`config.mk`:
```
export PLATFORM = sky130hd
export DESIGN_NAME = instr_fetch_unit_flat
export DESIGN_NICKNAME = d
export VERILOG_FILES = /design/src/rtl/imem_if.sv /design/src/rtl/instr_fetch_unit.sv /design/src/flat_wrapper.sv
export SDC_FILE = /design/constraint.sdc
export NUM_CORES = 1
export LEC_CHECK = 0
export CAP_MARGIN = 20
export CORE_AREA = 5 5 167 169
export DETAILED_ROUTE_END_ITERATION = 10
export DIE_AREA = 0 0 172 174
export GPL_TIMING_DRIVEN = 0
export SYNTH_ARGS = -nofsm -noshare
export SYNTH_HDL_FRONTEND = slang
export SYNTH_SLANG_ARGS = --single-unit
```
`constraint.sdc`:
```
create_clock -name clk -period 21.2 [get_ports clk]
set_input_delay 2.12 -clock clk [delete_from_list [all_inputs] [get_ports clk]]
set_output_delay 2.12 -clock clk [all_outputs]
set_load 0.01 [all_outputs]
```
`src/rtl/imem_if.sv`:
```
// ============================================================================
// imem_if : instruction-memory read bus (request / response)
// Rev 1.0 : initial release
// ============================================================================
`default_nettype none

interface imem_if #(
  parameter int XLEN = 32
);
  logic            imem_req;
  logic [XLEN-1:0] imem_addr;
  logic            imem_rvalid;
  logic [31:0]     imem_rdata;

  modport master (
    output imem_req,
    output imem_addr,
    input  imem_rvalid,
    input  imem_rdata
  );

  modport slave (
    input  imem_req,
    input  imem_addr,
    output imem_rvalid,
    output imem_rdata
  );
endinterface

`default_nettype wire

```
`src/rtl/instr_fetch_unit.sv`:
```
// ============================================================================
// instr_fetch_unit : PC, single-outstanding imem fetch, instruction FIFO.
// Optional FETCH_PERF_CNT_EN adds fetched_cnt / dropped_cnt outputs.
// Rev 1.0 : initial release
// ============================================================================
`default_nettype none

module instr_fetch_unit #(
  parameter int              XLEN     = 32,
  parameter logic [XLEN-1:0] RESET_PC = '0,
  parameter int              DEPTH    = 2
) (
  input  wire logic            clk,
  input  wire logic            rst_n,
  input  wire logic            stall,
  input  wire logic            redirect,
  input  wire logic [XLEN-1:0] redirect_pc,
  imem_if.master               imem,
  output logic [31:0]          Ins,
  output logic                 en,
  output logic [XLEN-1:0]      pc_out
`ifdef FETCH_PERF_CNT_EN
  ,
  output logic [31:0]          fetched_cnt,
  output logic [31:0]          dropped_cnt
`endif
);

  localparam int               PTR_W   = (DEPTH > 1) ? $clog2(DEPTH) : 1;
  localparam int               CNT_W   = PTR_W + 1;
  localparam logic [CNT_W-1:0] DEPTH_C = CNT_W'(DEPTH);

  typedef enum logic [1:0] {
    S_IDLE = 2'd0,
    S_WAIT = 2'd1,
    S_DROP = 2'd2
  } state_e;

  state_e            state_q, state_d;
  logic [XLEN-1:0]   pc_q, pc_d;
  logic [XLEN-1:0]   req_pc_q, req_pc_d;
  logic [PTR_W-1:0]  wptr_q, wptr_d;
  logic [PTR_W-1:0]  rptr_q, rptr_d;
  logic [CNT_W-1:0]  count_q, count_d;
  logic [31:0]       ins_mem_q [DEPTH];
  logic [XLEN-1:0]   pc_mem_q  [DEPTH];

  logic issue;
  logic push;
  logic pop;
  logic discard;
  logic empty;

  assign empty          = (count_q == '0);
  assign en             = !empty && !redirect;
  assign pop            = en && !stall;
  assign Ins            = empty ? 32'd0 : ins_mem_q[rptr_q];
  assign pc_out         = empty ? '0 : pc_mem_q[rptr_q];
  assign imem.imem_req  = issue;
  assign imem.imem_addr = pc_q;

  // Fetch sequencer: one request in flight, response dropped if a redirect
  // intervened between request and response.
  always_comb begin
    state_d  = state_q;
    pc_d     = pc_q;
    req_pc_d = req_pc_q;
    issue    = 1'b0;
    push     = 1'b0;
    discard  = 1'b0;
    case (state_q)
      S_IDLE: begin
        if (rst_n && !redirect && (count_q < DEPTH_C)) begin
          issue    = 1'b1;
          req_pc_d = pc_q;
          pc_d     = pc_q + XLEN'(4);
          state_d  = S_WAIT;
        end
      end
      S_WAIT: begin
        if (imem.imem_rvalid) begin
          push    = !redirect;
          discard = redirect;
          state_d = S_IDLE;
        end else if (redirect) begin
          state_d = S_DROP;
        end
      end
      S_DROP: begin
        if (imem.imem_rvalid) begin
          discard = 1'b1;
          state_d = S_IDLE;
        end
      end
      default: state_d = S_IDLE;
    endcase
    if (redirect) begin
      pc_d = redirect_pc & ~(XLEN'(3));
    end
  end

  always_comb begin
    wptr_d  = wptr_q;
    rptr_d  = rptr_q;
    count_d = count_q;
    if (redirect) begin
      wptr_d  = '0;
      rptr_d  = '0;
      count_d = '0;
    end else begin
      if (push) wptr_d = wptr_q + PTR_W'(1);
      if (pop)  rptr_d = rptr_q + PTR_W'(1);
      case ({push, pop})
        2'b10:   count_d = count_q + CNT_W'(1);
        2'b01:   count_d = count_q - CNT_W'(1);
        default: count_d = count_q;
      endcase
    end
  end

  always_ff @(posedge clk) begin
    if (!rst_n) begin
      state_q  <= S_IDLE;
      pc_q     <= RESET_PC;
      req_pc_q <= '0;
      wptr_q   <= '0;
      rptr_q   <= '0;
      count_q  <= '0;
    end else begin
      state_q  <= state_d;
      pc_q     <= pc_d;
      req_pc_q <= req_pc_d;
      wptr_q   <= wptr_d;
      rptr_q   <= rptr_d;
      count_q  <= count_d;
    end
  end

  // Storage needs no reset: entries are only visible while count_q covers them.
  always_ff @(posedge clk) begin
    if (rst_n && push) begin
      ins_mem_q[wptr_q] <= imem.imem_rdata;
      pc_mem_q[wptr_q]  <= req_pc_q;
    end
  end

`ifdef FETCH_PERF_CNT_EN
  logic [31:0] fetched_cnt_q;
  logic [31:0] dropped_cnt_q;

  always_ff @(posedge clk) begin
    if (!rst_n) begin
      fetched_cnt_q <= 32'd0;
      dropped_cnt_q <= 32'd0;
    end else begin
      fetched_cnt_q <= fetched_cnt_q + 32'(push);
      dropped_cnt_q <= dropped_cnt_q + 32'(discard)
                       + (redirect ? 32'(count_q) : 32'd0);
    end
  end

  assign fetched_cnt = fetched_cnt_q;
  assign dropped_cnt = dropped_cnt_q;
`endif

endmodule

`default_nettype wire

```
`src/flat_wrapper.sv`:
```
// flat-port wrapper written by rule: the top's interface ports become plain ports
module instr_fetch_unit_flat 
#(
  parameter int              XLEN     = 32,
  parameter logic [XLEN-1:0] RESET_PC = '0,
  parameter int              DEPTH    = 2
)
  (clk, rst_n, stall, redirect, redirect_pc, Ins, en, pc_out, imem_imem_req, imem_imem_addr, imem_imem_rvalid, imem_imem_rdata);
  imem_if #(.XLEN(XLEN)) imem_i ();
  input  wire logic clk;
  input  wire logic rst_n;
  input  wire logic stall;
  input  wire logic redirect;
  input  wire logic [XLEN-1:0] redirect_pc;
  output logic [31:0] Ins;
  output logic en;
  output logic [XLEN-1:0] pc_out;
  output wire logic [$bits(imem_i.imem_req)-1:0] imem_imem_req;
  output wire logic [$bits(imem_i.imem_addr)-1:0] imem_imem_addr;
  input wire logic [$bits(imem_i.imem_rvalid)-1:0] imem_imem_rvalid;
  input wire logic [$bits(imem_i.imem_rdata)-1:0] imem_imem_rdata;
  assign imem_imem_req = imem_i.imem_req;
  assign imem_imem_addr = imem_i.imem_addr;
  assign imem_i.imem_rvalid = imem_imem_rvalid;
  assign imem_i.imem_rdata = imem_imem_rdata;
  instr_fetch_unit #(.XLEN(XLEN), .RESET_PC(RESET_PC), .DEPTH(DEPTH)) u_core (.clk(clk), .rst_n(rst_n), .stall(stall), .redirect(redirect), .redirect_pc(redirect_pc), .imem(imem_i), .Ins(Ins), .en(en), .pc_out(pc_out));
endmodule
```
# Word-level counts from Yosys, hierarchy flattened
# Memories as Yosys holds them, arrays and structs flattened. A register that Yosys moved wholly into a read port is not among the register bits.
# Cells that the tools add are included.
totals:
  register_bits: 70
  mem_bits_rw: 128
  in_bits: 69
  out_inout_bits: 98
  word_cells: 61
  memories: 2
op_classes:
  add_sub_neg: 5
  order_cmp: 1
  eq_ne: 7
  n_mux: 21
  n_bitwise: 1
  n_reduce_logical: 17
memory_table:
  columns: ["memory", "words", "width", "read_ports", "rd_ports_with_merged_regs", "write_ports", "line", "source"]
  rows:
  - ["u_core.ins_mem_q", 2, 32, 1, 1, 1, "instr_fetch_unit.sv:45", "logic [31:0] ins_mem_q [DEPTH];"]
  - ["u_core.pc_mem_q", 2, 32, 1, 1, 1, "instr_fetch_unit.sv:46", "logic [XLEN-1:0] pc_mem_q [DEPTH];"]
op_table:
  columns: ["cell", "count"]
  rows:
  - ["$mux 32", 5]
  - ["$add 32x3->32 const B", 1]
  - ["$mux 1", 10]
  - ["$mux 2", 4]
  - ["$pmux 2 s3", 1]
  - ["$reduce_bool 2->1", 3]
  - ["$logic_and 1x1->1", 5]
  - ["$eq 2x1->1 const B", 2]
  - ["$eq 2x2->1 const B", 2]
  - ["$logic_not 2->1", 2]
  - ["$pmux 2 s2", 1]
  - ["$reduce_and 2->1", 2]
  - ["$logic_not 1->1", 3]
  - ["$ne 3x3->1 const B", 1]
  - ["$reduce_and 3->1", 1]
  - ["$add 1x1->1 const B", 2]
  - ["$add 2x1->2 const B", 1]
  - ["$lt 2x2->1 const B", 1]
  - ["$ne 2x1->1 const B", 1]
  - ["$ne 2x2->1 const B", 1]
  - ["$reduce_or 2->1", 1]
  - ["$sub 2x1->2 const B", 1]
  - ["$not 1->1", 1]

# Longest topological paths before layout
# Gate-level depths: netlist of the first run.
logic_depth:
  word_depth: 6
  mapped_depth: 8

# Least setup slack after synthesis of the first run
# No wires, ideal clock.
synth_timing:
  path_type: "in2reg"
  start: "in redirect"
  end: "mem u_core.ins_mem_q[0][0] (enable)"
  setup_time_ps: 635
  arrival_ps: 8286
  setup_slack_ps: 12279
  stages: 2
  path_cell_list: "nand2b_1 nor4_1"
synth_via:
  elab_chain_cells: 6
synth_rtl:
  columns: ["item", "line", "source"]
  rows:
  - ["start: declaration", "flat_wrapper.sv:13", "input wire logic redirect;"]
  - ["$logic_not 1->1", "instr_fetch_unit.sv:82", "push = !redirect;"]
  - ["$mux 1", "instr_fetch_unit.sv:81", "if (imem.imem_rvalid) begin"]
  - ["$mux 1", "instr_fetch_unit.sv:71", "case (state_q)"]
  - ["$logic_and 1x1->1", "instr_fetch_unit.sv:141", "if (rst_n && push) begin"]
  - ["$mux 1", "instr_fetch_unit.sv:141", null]
  - ["$mux 1 (not written as such)", "instr_fetch_unit.sv:142", "ins_mem_q[wptr_q] <= imem.imem_rdata;"]
  - ["end: declaration", "instr_fetch_unit.sv:45", null]
# Every way passes these cells.

# Worst setup path in the final report of the first run
layout_timing:
  start: "in redirect"
  end: "out imem_imem_req"
layout_via:
  elab_chain_cells: 5
layout_rtl:
  columns: ["item", "line", "source"]
  rows:
  - ["$logic_not 1->1", "instr_fetch_unit.sv:73", "if (rst_n && !redirect && (count_q < DEPTH_C)) begin"]
  - ["$logic_and 1x1->1 (2 in series)", "instr_fetch_unit.sv:73", null]
  - ["$mux 1", "instr_fetch_unit.sv:73", null]
  - ["$mux 1", "instr_fetch_unit.sv:71", null]
  - ["end: declaration", "flat_wrapper.sv:18", "output wire logic [$bits(imem_i.imem_req)-1:0] imem_imem_req;"]
# Every way passes these cells.

==> results of run 1 <==
## worst max-delay path, cell delays in order
cell	delay (ns)
clkdlybuf4s50_1	0.42
clkbuf_1	0.24
nor2b_1	0.36
nand2_1	0.18
inv_2	0.22
clkbuf_1	0.43
clkdlybuf4s50_1	0.65
## routing by layer
metal / wire, microns / up-vias / share of wire, % / GRT usage [%]
li1: - / 2707 / - / -
met5: 0 / - / 0 / 0
met4: 301 / 0 / 1.5 / 4.62
met3: 1110 / 15 / 5.5 / 2.64
met1: 9100 / 2560 / 45 / 18.0
met2: 9780 / 176 / 48 / 21.8
## sequential cells by signal, indices dropped and copies added, names as in the netlist, named ones only
name,count
u_core.imem.imem_addr,30
u_core.wptr_q,1
u_core.rptr_q,1
u_core.pc_mem_q,60
u_core.ins_mem_q,64
u_core.count_q,2
u_core.state_q,2
u_core.req_pc_q,30
## worst max-delay path by stage
| stage | start | end | slack, ns | depth (start not counted) |
|---|---|---|---|---|
| 5_1_grt | redirect | imem_imem_req | 14.30 | 7 |
| 3_5_place_dp | redirect | imem_imem_req | 14.45 | 7 |
| 4_1_cts | redirect | imem_imem_req | 14.44 | 7 |
| 2_1_floorplan | redirect | u_core.ins_mem_q[0][0]$_DFFE_PP_ | 12.28 | 2 |
| 6_report | redirect | imem_imem_req | 14.46 | 7 |
| 3_3_place_gp | rst_n | u_core.ins_mem_q[0][24]$_DFFE_PP_ | 7.31 | 3 |
## cell usage after synthesis (6+ instances only)
cell      count
nor2_1       84
dfxtp_1      67
o21ai_0       9
a21oi_1      46
inv_1         6
xor2_1       16
a31oi_1       6
nand4_1      17
buf_1         9
edfxtp_1    124
nand2_1      75
mux2i_1      67
and2_1        8
clkbuf_1     22
nor3_1        6
nand3_1      21
## cell families (layout without fill, tap and decap cells)
| group | count (synthesis) | in the layout | share of synthesized area, % |
|---|---|---|---|
| compound gates | 84 | 84 | 6.20 |
| simple gates | 234 | 234 | 14.0 |
| buf+inv | 49 | 251 | 2.76 |
| xor+xnor | 20 | 20 | 2.27 |
| fa+ha+maj | 2 | 2 | 0.325 |
| other cells | 1 | 4 | 0.0487 |
| flops | 191 | 191 | 65.7 |
| mux | 67 | 67 | 8.70 |
## report_power, final
| part | switching, mW | leakage (nW) | internal, mW | total, mW |
|---|---|---|---|---|
| combinational | 0.0255 | 1.30 | 0.0268 | 0.0523 |
| sequential | 0.00844 | 1.76 | 0.401 | 0.409 |
| clock | 0.146 | 0.273 | 0.158 | 0.305 |
| total | 0.180 | 3.34 | 0.586 | 0.766 |
## area by class of cell
cell class / instances / area, sq um / area share [%]
Clock buffer: 19 / 443 / 4.25
Inverter: 8 / 30.0 / 0.288
Sequential cell: 191 / 5060 / 48.6
Multi-Input combinational cell: 411 / 2450 / 23.5
Buffer: 41 / 183 / 1.75
Clock inverter: 13 / 118 / 1.13
Tap cell: 341 / 427 / 4.10
Timing Repair Buffer: 170 / 1700 / 16.3
## stage by stage
stage | utilization, % | hold slack, ns | worst slack (ns)
CTS | 39.4 | 0.458 | 14.44
global placement | 36.9 | 0.432 | 7.31
detailed placement | 37.3 | 0.440 | 14.45
floorplan | - | 0.425 | 12.28
global route | 39.4 | 0.474 | 14.30
finish | 39.4 | 0.455 | 14.46
==> metrics.cfg, run 1 <==
[clock_tree]
cts_tree = done
cts_root_buffer = clkbuf_16
ctsResizeCount = 0
hold_buffers = 0
cts_sinks = 191
worst_skew_pair.late_latency_ns = 0.43
cts_made_buffers = 17
cts_max_path_buffers = 2
clk_pin_slew_worst_paths_ns = 0.07
cts_setup_buffers = 0
cts.htree.levels = 4

[logic_synthesis]
yosysSeqAreaShare_pct = 65.7
ys_ff_latch = 191
ys.flop_type = edfxtp_1
yosys_warnings = 0
synthDistinctLibCells = 44
synth_top_area_share_pct = 48.3
yosysTopAreaCell = edfxtp_1
async_flop_share_pct = 0
syn_area_sq_um = 7710
synth_cells = 648
avgSynthCellArea_sq_um = 11.9
synth_edf_count = 124
synth_area_leaders = edfxtp_1 48%, dfxtp_1 17%, mux2i_1 8.7%

[worst_hold_path]
worstHoldEndpoint = u_core.pc_mem_q[1][22]$_DFFE_PP_
hold_depth = 0
hp-start = u_core.req_pc_q[22]$_SDFFE_PN0P_
holdCritPathClass = reg2reg

[layout]
final_cells = 1194
nNetsFinal = 911
final_common_cell = clkdlybuf4s50_1
syn2layout_area_growth_pct = 35.1
fillers = 2594
fin_area_sq_um = 10400
num_antenna_cells = 0
layout_common_cells = 160 x clkdlybuf4s50_1, 124 x edfxtp_1, 84 x nor2_1
drive_gt1_share_pct = 7.27

[sta]
tightest_slew_ns = 0.996
post-route-period-util_pct = 31.8
drv_slew = 0
rsz0062_at_grt = false
relSlewSlack_pct = 33.6
skew_ns = 0.0143
finalSetupViolCount = 0
hold_viol = 0
max_freq_mhz = 148
fin_crit_ns = 6.74
finalSetupTns_ns = 0

[global_route]
grt-ovfl-total = 0
grt_usage_pct = 13.4
grt_max_degree = 47
antenna_found_initial = 0
grt_pass1_wl_mm = 30.5
grt_pass1_vias = 5299

[worst_setup_path]
crit_path_start_kind = input port
path_class = in2out
worstPathRequired_ns = 19.08
r2r_slack_ns = 18.87
regToRegEndpoint = u_core.count_q[1]$_SDFFE_PP0P_
arrival_ns = 4.62
r2r-start = u_core.count_q[1]$_SDFFE_PP0P_
crit_fanout = 10
reg2reg_depth = 6
end_kind = output port

[floorplanning]
placementRows = 60
die_y_microns = 174
coreArea_sq_um = 26400
ios = 167
die-area_sq_um = 29900
initial_core_util_pct = 29.2
die_w_microns = 172

[pwr]
finalPower_uw = 766
p_per_area_nw_per_um2 = 73.6
p_leak_nw = 3.34
ir_drop_v = 0.0000560

[detailed_routing]
detail_route.first_pass.iterations = 5
vias_per_cell = 4.57
drtIter0Drc = 320
num_vias = 5458
totalWireLength_mm = 20.3
drc_errors = 0
ant_nets = 0
post_drt_wl_per_cell_microns = 17.0

[run]
maxCapViolCount = 0

[place]
placed_area_sq_um = 9850
post-place-cells = 1162
gp_congestion = 0.781
dp_hpwl_mm = 15.0
port_buffers = 160

[run_status]
status = completed

No activity file was read; power rests on OpenSTA's default activity.
==> inputs of run 2 (changes only) <==
Clock period 21.2 ns to 6.3 ns, I/O delays scaled along.
==> metrics.cfg, run 2 (synthesis results as in run 1) <==
[layout]
regArea_sq_um = 5060  ; unchanged
top_register = u_core.ins_mem_q
num_antenna_cells = 0  ; unchanged
layout_common_cells = 160 x clkdlybuf4s50_1, 124 x edfxtp_1, 84 x nor2_1
multi_input_area_sq_um = 2460  ; +0.36%
drive_gt1_share_pct = 6.60  ; -0.67 points
final_common_cell = clkdlybuf4s50_1
fin_area_sq_um = 10400  ; about the same
nNetsFinal = 907  ; -0.44%
largest_reg_flops = 64  ; unchanged
syn2layout_area_growth_pct = 35.2  ; about the same
reg_top3 = u_core.ins_mem_q x64, u_core.pc_mem_q x60
fillers = 2590  ; -0.15%

[place]
gp_congestion = 0.818  ; +4.7%
placed_area_sq_um = 9850  ; about the same
dp_hpwl_mm = 15.4  ; +2.1%
port_buffers = 160  ; unchanged

[clock_tree]
cts_setup_buffers = 0  ; unchanged
cts_sinks = 191  ; unchanged
hold_buffers = 0  ; unchanged
cts_max_path_buffers = 2  ; unchanged
cts_made_buffers = 17  ; unchanged
worst_skew_pair.late_latency_ns = 0.42  ; about the same
cts_tree = done
ctsResizeCount = 0  ; unchanged
cts.htree.levels = 4  ; unchanged
clk_pin_slew_worst_paths_ns = 0.07  ; about the same
cts_root_buffer = clkbuf_16

[detailed_routing]
drtIter0Drc = 421  ; +32%
vias_per_cell = 4.62  ; +1.1%
drc_errors = 0  ; unchanged
totalWireLength_mm = 20.9  ; +2.9%
ant_nets = 0  ; unchanged
num_vias = 5498  ; +0.73%
detail_route.first_pass.iterations = 5  ; unchanged
post_drt_wl_per_cell_microns = 17.5  ; +3.2%

[floorplanning]
placementRows = 60  ; unchanged
die-area_sq_um = 29900  ; unchanged
initial_core_util_pct = 29.2  ; unchanged
coreArea_sq_um = 26400  ; unchanged
die_w_microns = 172  ; unchanged
die_y_microns = 174  ; unchanged
ios = 167  ; unchanged

[global_route]
grt_busiest_layer = met2
grt_usage_pct = 13.8  ; +0.35 points
antenna_found_initial = 1  ; +1
grt_pass1_wl_mm = 31.5  ; +3.4%
grt-ovfl-total = 0  ; unchanged
grtUsageMet2_pct = 23.2  ; +1.4 points
grt_max_degree = 56  ; +19%
grt_pass1_vias = 5459  ; +3.0%
grt_use_met3_pct = 3.32  ; +0.68 points
use_met1_pct = 17.8  ; -0.18 points

[worst_setup_path]
crit_start = redirect
crit_buf_inv = 5  ; unchanged
path_delay_family = buffers and inverters
worstPathRequired_ns = 5.67  ; -13.41 ns
path_cells = clkdlybuf4s50_1 -> clkbuf_1 -> nor2b_1 -> nand2_1 -> inv_2 -> clkbuf_1 -> clkdlybuf4s50_1
arrival_ns = 3.12  ; -1.50 ns
r2r-start = u_core.count_q[1]$_SDFFE_PP0P_
r2r_slack_ns = 3.96  ; -14.91 ns
crit_path_start_kind = input port
crit_fanout = 10  ; unchanged
critical_path.max_stage_delay_ns = 0.66  ; about the same
path_class = in2out
end_kind = output port
crit_path_top_delay_cell = clkdlybuf4s50_1

[sta]
drv_slew = 0  ; unchanged
hold_viol = 0  ; unchanged
tightest_slew_ns = 0.990  ; -0.00602 ns
finalSetupViolCount = 0  ; unchanged
holdWs_ns = 0.454  ; -0.000856 ns
skew_ns = 0.0128  ; -0.00144 ns
fin_crit_ns = 3.75
relSlewSlack_pct = 34.0  ; +0.40 points
rsz0062_at_grt = false
max_freq_mhz = 267
post-route-period-util_pct = 59.5

[run_status]
status = completed

[worst_hold_path]
holdCritPathClass = reg2reg
hp-start = u_core.req_pc_q[31]$_SDFFE_PN0P_

[pwr]
p_per_area_nw_per_um2 = 250  ; +240%
p_leak_nw = 3.32  ; -0.34%
ir_drop_v = 0.000144  ; +160%
finalPower_mw = 2.60  ; +240%

[run]
maxCapViolCount = 0  ; unchanged

## run 2: cell count changes in the layout (fill, tap and decap cells not counted), sizes merged
cell      before  now
bufinv         0    1
buf           29   25
clkinv         3    5
clkinvlp       2    1
clkbuf        41   43
inv           16   12
## run 2: metrics by stage
| step | setup slack (ns) | setup TNS [ns] | utilization (%) | instances |
|---|---|---|---|---|
| finish | 2.55 | 0 | 39.4 | 1190 |
| global route | 2.40 | 0 | 39.4 | 1190 |
| CTS | 2.53 | 0 | 39.4 | 1190 |
| global placement | -1.78 | -109.74 | 36.9 | 1152 |
| detailed placement | 2.53 | 0 | 37.3 | 1158 |
| floorplan | 1.48 | 0 | - | 651 |
## run 2: report_power, final
part           switching, mW  internal [mW]  total, mW
Clock                  0.472          0.575       1.05
Combinational         0.0864         0.0903      0.177
Sequential            0.0284           1.35       1.38
Total                  0.587           2.01       2.60
## run 2: metal layers
metal	up-vias	wire length, microns	part of all wire [%]
met5	-	11	0.053
met4	2	230	1.1
met3	17	1070	5.1
met2	174	10200	49
met1	2609	9330	45
li1	2696	-	-
## run 2: cell type report
| class | instances | share of cell area [%] |
|---|---|---|
| buffer | 41 | 1.75 |
| clock buffer | 21 | 4.43 |
| clock inverter | 11 | 1.02 |
| inverter | 8 | 0.288 |
| multi-input combinational | 411 | 23.6 |
| sequential | 191 | 48.6 |
| tap | 341 | 4.09 |
| timing repair buffer | 166 | 16.2 |
## run 2: worst register-to-register path: cells and delay by family (launching register included)
kind / cells / cell delay, ns
AO/OA/AOI/OAI: 1 / 0.14
buffers and inverters: 1 / 0.76
adder cells (fa/ha/maj): 1 / 0.37
AND/OR/NAND/NOR: 3 / 0.62
flip-flops: 1 / 0.37
## run 2: path summary, 6_finish.rpt
check,end,depth (start not counted)
setup / recovery,imem_imem_req,7
setup reg to reg,u_core.count_q[1]$_SDFFE_PP0P_,6
hold / removal,u_core.pc_mem_q[1][31]$_DFFE_PP_,0
hold reg to reg,u_core.pc_mem_q[1][31]$_DFFE_PP_,0
==> inputs of run 3 (changes only) <==
Clock period 6.3 ns to 3.9 ns, I/O delays scaled along.
==> metrics.cfg, run 3 (synthesis results as in run 1) <==
[worst_setup_path]
path_class = reg2out
crit_fanout = 10  ; unchanged
end_kind = output port
cp.depth = 5  ; -2
crit_path_start_kind = register
worstPathRequired_ns = 3.51  ; -2.16 ns
path_delay_family = buffers and inverters
crit_buf_inv = 3  ; -2
path_cells = nor3_2 -> nand2_1 -> inv_2 -> clkbuf_1 -> clkdlybuf4s50_1
crit_path_top_delay_cell = clkdlybuf4s50_1
reg2reg_depth = 6  ; unchanged
critical_path.max_stage_delay_ns = 0.66  ; about the same
arrival_ns = 2.96  ; -0.16 ns

[layout]
syn2layout_area_growth_pct = 35.8
num_antenna_cells = 0  ; unchanged
layout_common_cells = 160 x clkdlybuf4s50_1, 124 x edfxtp_1, 84 x nor2_1
largest_reg_flops = 64  ; unchanged
final_cells = 1190  ; unchanged
drive_gt1_share_pct = 6.95  ; +0.35 points
reg_top3 = u_core.ins_mem_q x64, u_core.pc_mem_q x60
top_register = u_core.ins_mem_q
nNetsFinal = 907  ; unchanged
fillers = 2544  ; -1.8%
final_common_cell = clkdlybuf4s50_1

[floorplanning]
die_w_microns = 172  ; unchanged
die-area_sq_um = 29900  ; unchanged
die_y_microns = 174  ; unchanged
placementRows = 60  ; unchanged
ios = 167  ; unchanged
coreArea_sq_um = 26400  ; unchanged
initial_core_util_pct = 29.2  ; unchanged

[sta]
fin_crit_ns = 3.35
finalSetupViolCount = 0  ; unchanged
drv_slew = 0  ; unchanged
relSlewSlack_pct = 35.9  ; +1.9 points
skew_ns = 0.0111  ; -0.00175 ns
hold_viol = 0  ; unchanged
tightest_slew_ns = 0.961  ; -0.0287 ns
rsz0062_at_grt = false
max_freq_mhz = 299
post-route-period-util_pct = 85.8

[clock_tree]
cts_setup_buffers = 0  ; unchanged
ctsResizeCount = 0  ; unchanged
cts_sinks = 191  ; unchanged
cts_made_buffers = 17  ; unchanged
cts.htree.levels = 4  ; unchanged
clk_pin_slew_worst_paths_ns = 0.08  ; about the same
hold_buffers = 0  ; unchanged
cts_tree = done
cts_max_path_buffers = 2  ; unchanged
worst_skew_pair.late_latency_ns = 0.43  ; about the same
cts_root_buffer = clkbuf_16

[detailed_routing]
drtIter0Drc = 368  ; -13%
vias_per_cell = 4.58  ; -0.76%
ant_nets = 0  ; unchanged
drc_errors = 0  ; unchanged
totalWireLength_mm = 20.5  ; -1.9%
post_drt_wl_per_cell_microns = 17.2  ; -1.9%
detail_route.first_pass.iterations = 4  ; -1
num_vias = 5456  ; -0.76%

[pwr]
ir_drop_v = 0.000316  ; +120%
p_leak_nw = 3.35  ; +0.69%
p_per_area_nw_per_um2 = 409  ; +64%
finalPower_mw = 4.28  ; +64%

[place]
dp_hpwl_mm = 15.1  ; -1.4%
port_buffers = 160  ; unchanged
gp_congestion = 0.769  ; -5.9%
post-place-cells = 1158  ; unchanged

[run_status]
status = completed

[run]
maxCapViolCount = 0  ; unchanged

[global_route]
grt-ovfl-total = 0  ; unchanged
antenna_found_initial = 0  ; -1
grt_usage_pct = 13.7  ; -0.13 points
grt_pass1_vias = 5460  ; +0.018%
grt_max_degree = 48  ; -14%
grt_pass1_wl_mm = 31.1  ; -1.2%

[worst_hold_path]
hold_depth = 0  ; unchanged
holdCritPathClass = reg2reg

run 3: changes by cell type in the layout (fill, tap and decap cells not counted), sizes merged:
cell      change
clkbuf        -3
clkinv        +1
clkinvlp      -1
inv           +3
run 3: final cells by class:
type / count / area (sq um) / area share [%]
sequential: 191 / 5060 / 48.4
multi-input combinational: 411 / 2460 / 23.5
timing repair buffer: 166 / 1700 / 16.2
clock buffer: 18 / 439 / 4.20
tap: 341 / 427 / 4.08
buffer: 41 / 183 / 1.75
clock inverter: 14 / 166 / 1.59
inverter: 8 / 30.0 / 0.287
run 3: path summary, 6_finish.rpt:
kind / endpoint / slack, ns / startpoint
setup reg to reg: u_core.count_q[1]$_SDFFE_PP0P_ / 1.57 / u_core.count_q[1]$_SDFFE_PP0P_
hold reg to reg: u_core.pc_mem_q[0][15]$_DFFE_PP_ / 0.46 / u_core.req_pc_q[15]$_SDFFE_PN0P_
hold / removal: u_core.pc_mem_q[0][15]$_DFFE_PP_ / 0.46 / u_core.req_pc_q[15]$_SDFFE_PN0P_
setup / recovery: imem_imem_req / 0.55 / u_core.state_q[0]$_SDFFE_PN0P_
run 3: layer usage:
layer  vias up  part of all wire, %  track usage, %
met1      2585                   45            18.0
li1       2703                    -               -
met5         -                    0               0
met4         0                  1.3            3.41
met2       150                   48            22.4
met3        18                  5.6            3.68
run 3: worst reg2reg max path: stages (launching register included):
cell	delay, ns
dfxtp_1	0.37
nor2_1	0.17
clkbuf_1	0.73
nor3_1	0.11
ha_1	0.38
or3_1	0.36
a21oi_1	0.14
run 3: where the power goes:
part / switching (mW) / internal [mW]
Clock: 0.832 / 0.936
Combinational: 0.140 / 0.146
Sequential: 0.0451 / 2.18
Total: 1.02 / 3.26
run 3: per-stage QoR:
stage                     setup TNS, ns  utilization (%)  area, sq um  hold WS [ns]  worst slack, ns
after floorplan                       0                -         7730         0.425            0.767
after global placement          -121.26             36.9         9760         0.432            -1.40
after detailed placement              0             37.3         9860         0.439            0.603
after CTS                             0             39.6        10500         0.457            0.534
after global routing                  0             39.6        10500         0.471            0.339
final                                 0             39.6        10500         0.456            0.554
==> edit, RTL diff (settings of run 2) <==
The 3 states of `state_e` get a one-hot encoding in 3 bits.
--- a/src/rtl/instr_fetch_unit.sv
+++ b/src/rtl/instr_fetch_unit.sv
@@ -30,10 +30,10 @@
   localparam int               CNT_W   = PTR_W + 1;
   localparam logic [CNT_W-1:0] DEPTH_C = CNT_W'(DEPTH);
 
-  typedef enum logic [1:0] {
-    S_IDLE = 2'd0,
-    S_WAIT = 2'd1,
-    S_DROP = 2'd2
+  typedef enum logic [2:0] {
+    S_IDLE = 3'b001,
+    S_WAIT = 3'b010,
+    S_DROP = 3'b100
   } state_e;
 
   state_e            state_q, state_d;
Formal check against the unedited RTL: no difference found for any inputs over 4 cycles, from zero or initial values and one cycle with rst_n low; so few cycles prove little.
==> edit against run 2 <==
Total power rose by 4.4%; worst hold slack lost 0.0024 ns; cell area grew 0.50%; synthesized area about the same; fmax grew 3.2%; wire length fell by 4.9%; setup slack improved by 0.11 ns; sequential cell count grew 1; highest routed layer is now met4.
==> edit: results (changes against run 2) <==
| Metric | Value |
|---|---|
| Synth Area in Adders | 0.325% (about the same) |
| Dpl ws | 2.95 ns (was 2.53 ns) |
| Post-Syn Instances | 640 (was 648) |
| Crit-path slowest cell | clkdlybuf4s50_1 (unchanged) |
| First-pass GRT wire length | 30,800 µm (was 31,500 µm) |
| Crit path kind | register to output port (was input port to output port) |
| Worst slew margin | 42.0% (was 34.0%) |
| Drt wl/cell | 16.8 µm (was 17.5 µm) |
| Post-synthesis sequential area ratio | 66.0% (was 65.7%) |
| Reg2reg setup slack | 3.95 ns (was 3.96 ns) |
| Fillcell total | 2,585 (was 2,590) |
| Antenna violations before repair | 0 (was 1) |
| Clock skew | 0.0186 ns (was 0.0128 ns) |
| Post-CTS Setup Bufs | 0 (unchanged) |
| Commonest cells post-synth | edfxtp_1, nor2_1, nand2_1 (unchanged) |
| WHS Endpoint | u_core.pc_mem_q[1][4] (was u_core.pc_mem_q[1][31]) |
| Post-synthesis mux area share | 8.46% (was 8.70%) |
| Final cell count without fillers | 1,183 (was 1,190) |
| Vias in the first global route | 5,428 (was 5,459) |
| Yosys warning count | 0 (unchanged) |
| Worst EP arrival | 3.00 ns (was 3.12 ns) |
| Worst R2R Start | u_core.state_q[1] (was u_core.count_q[1]) |
| Worst R2R End | u_core.pc_mem_q[0][29] (was u_core.count_q[1]) |
| Skew-Pair Late Insertion Delay | 0.44 ns (was 0.42 ns) |
| Status | finished clean (unchanged) |
| Asr flop ratio synth | 0% (unchanged) |
| Post-synthesis compound-gate area fraction | 6.35% (was 6.20%) |
| Share of layout cells above drive strength 1 | 5.94% (was 6.60%) |
| Register-to-Register Path Depth | 8 (was 6) |
| Synth area leaders | edfxtp_1, dfxtp_1, mux2i_1, nor2_1, a21oi_1 (was edfxtp_1, dfxtp_1, mux2i_1, nor2_1, nand2_1) |
| Detailed Place HPWL | 14,600 µm (was 15,400 µm) |
| Synth Area in XOR/XNOR | 3.18% (was 2.27%) |
| Critical hold path startpoint | u_core.req_pc_q[4] (was u_core.req_pc_q[31]) |
| Vias/cell | 4.53 (was 4.62) |
| Peak supply drop | 171 µV (was 144 µV) |
| Iteration count of the initial detailed-routing pass | 6 (was 5) |
| Lkg Pwr | 3.35 nW (was 3.32 nW) |
| Routability cong. | 0.817 (was 0.818) |
| # nets final | 900 (was 907) |
| Largest net degree at the start of global routing | 50 (was 56) |
| Final WS setup | 2.67 ns (was 2.55 ns) |
| Fin Hold WS | 0.452 ns (was 0.454 ns) |
| Peak per-stage delay on the critical path | 0.64 ns (was 0.66 ns) |
| Post-DP Area | 0.00986 mm² (was 0.00985 mm²) |
-- edit: where the power goes --
part           switching, mW  internal, mW  total (mW)
combinational         0.0975         0.102       0.200
clock                  0.467         0.651        1.12
sequential            0.0362          1.36        1.40
-- edit: cell type report --
class	count	area [µm²]	share of cell area, %
sequential	192	5080	48.5
multi-input combinational	408	2470	23.6
timing repair buffer	167	1700	16.3
clock buffer	20	458	4.37
tap	341	427	4.07
buffer	38	158	1.51
clock inverter	12	155	1.48
inverter	5	18.8	0.179
-- edit: critical path, delay by kind of cell, from the launching register on --
family / cells / cell delay, ns
buf+inv: 3 / 1.22
flops: 1 / 0.38
simple gates: 2 / 0.97
-- edit: metal layers --
| metal | vias up | part of all wire [%] | GRT usage, % |
|---|---|---|---|
| met2 | 143 | 47 | 20.8 |
| met1 | 2519 | 45 | 18.3 |
| met3 | 23 | 6.6 | 3.53 |
| met4 | 0 | 1.8 | 4.00 |
| met5 | - | 0 | 0 |
| li1 | 2673 | - | - |
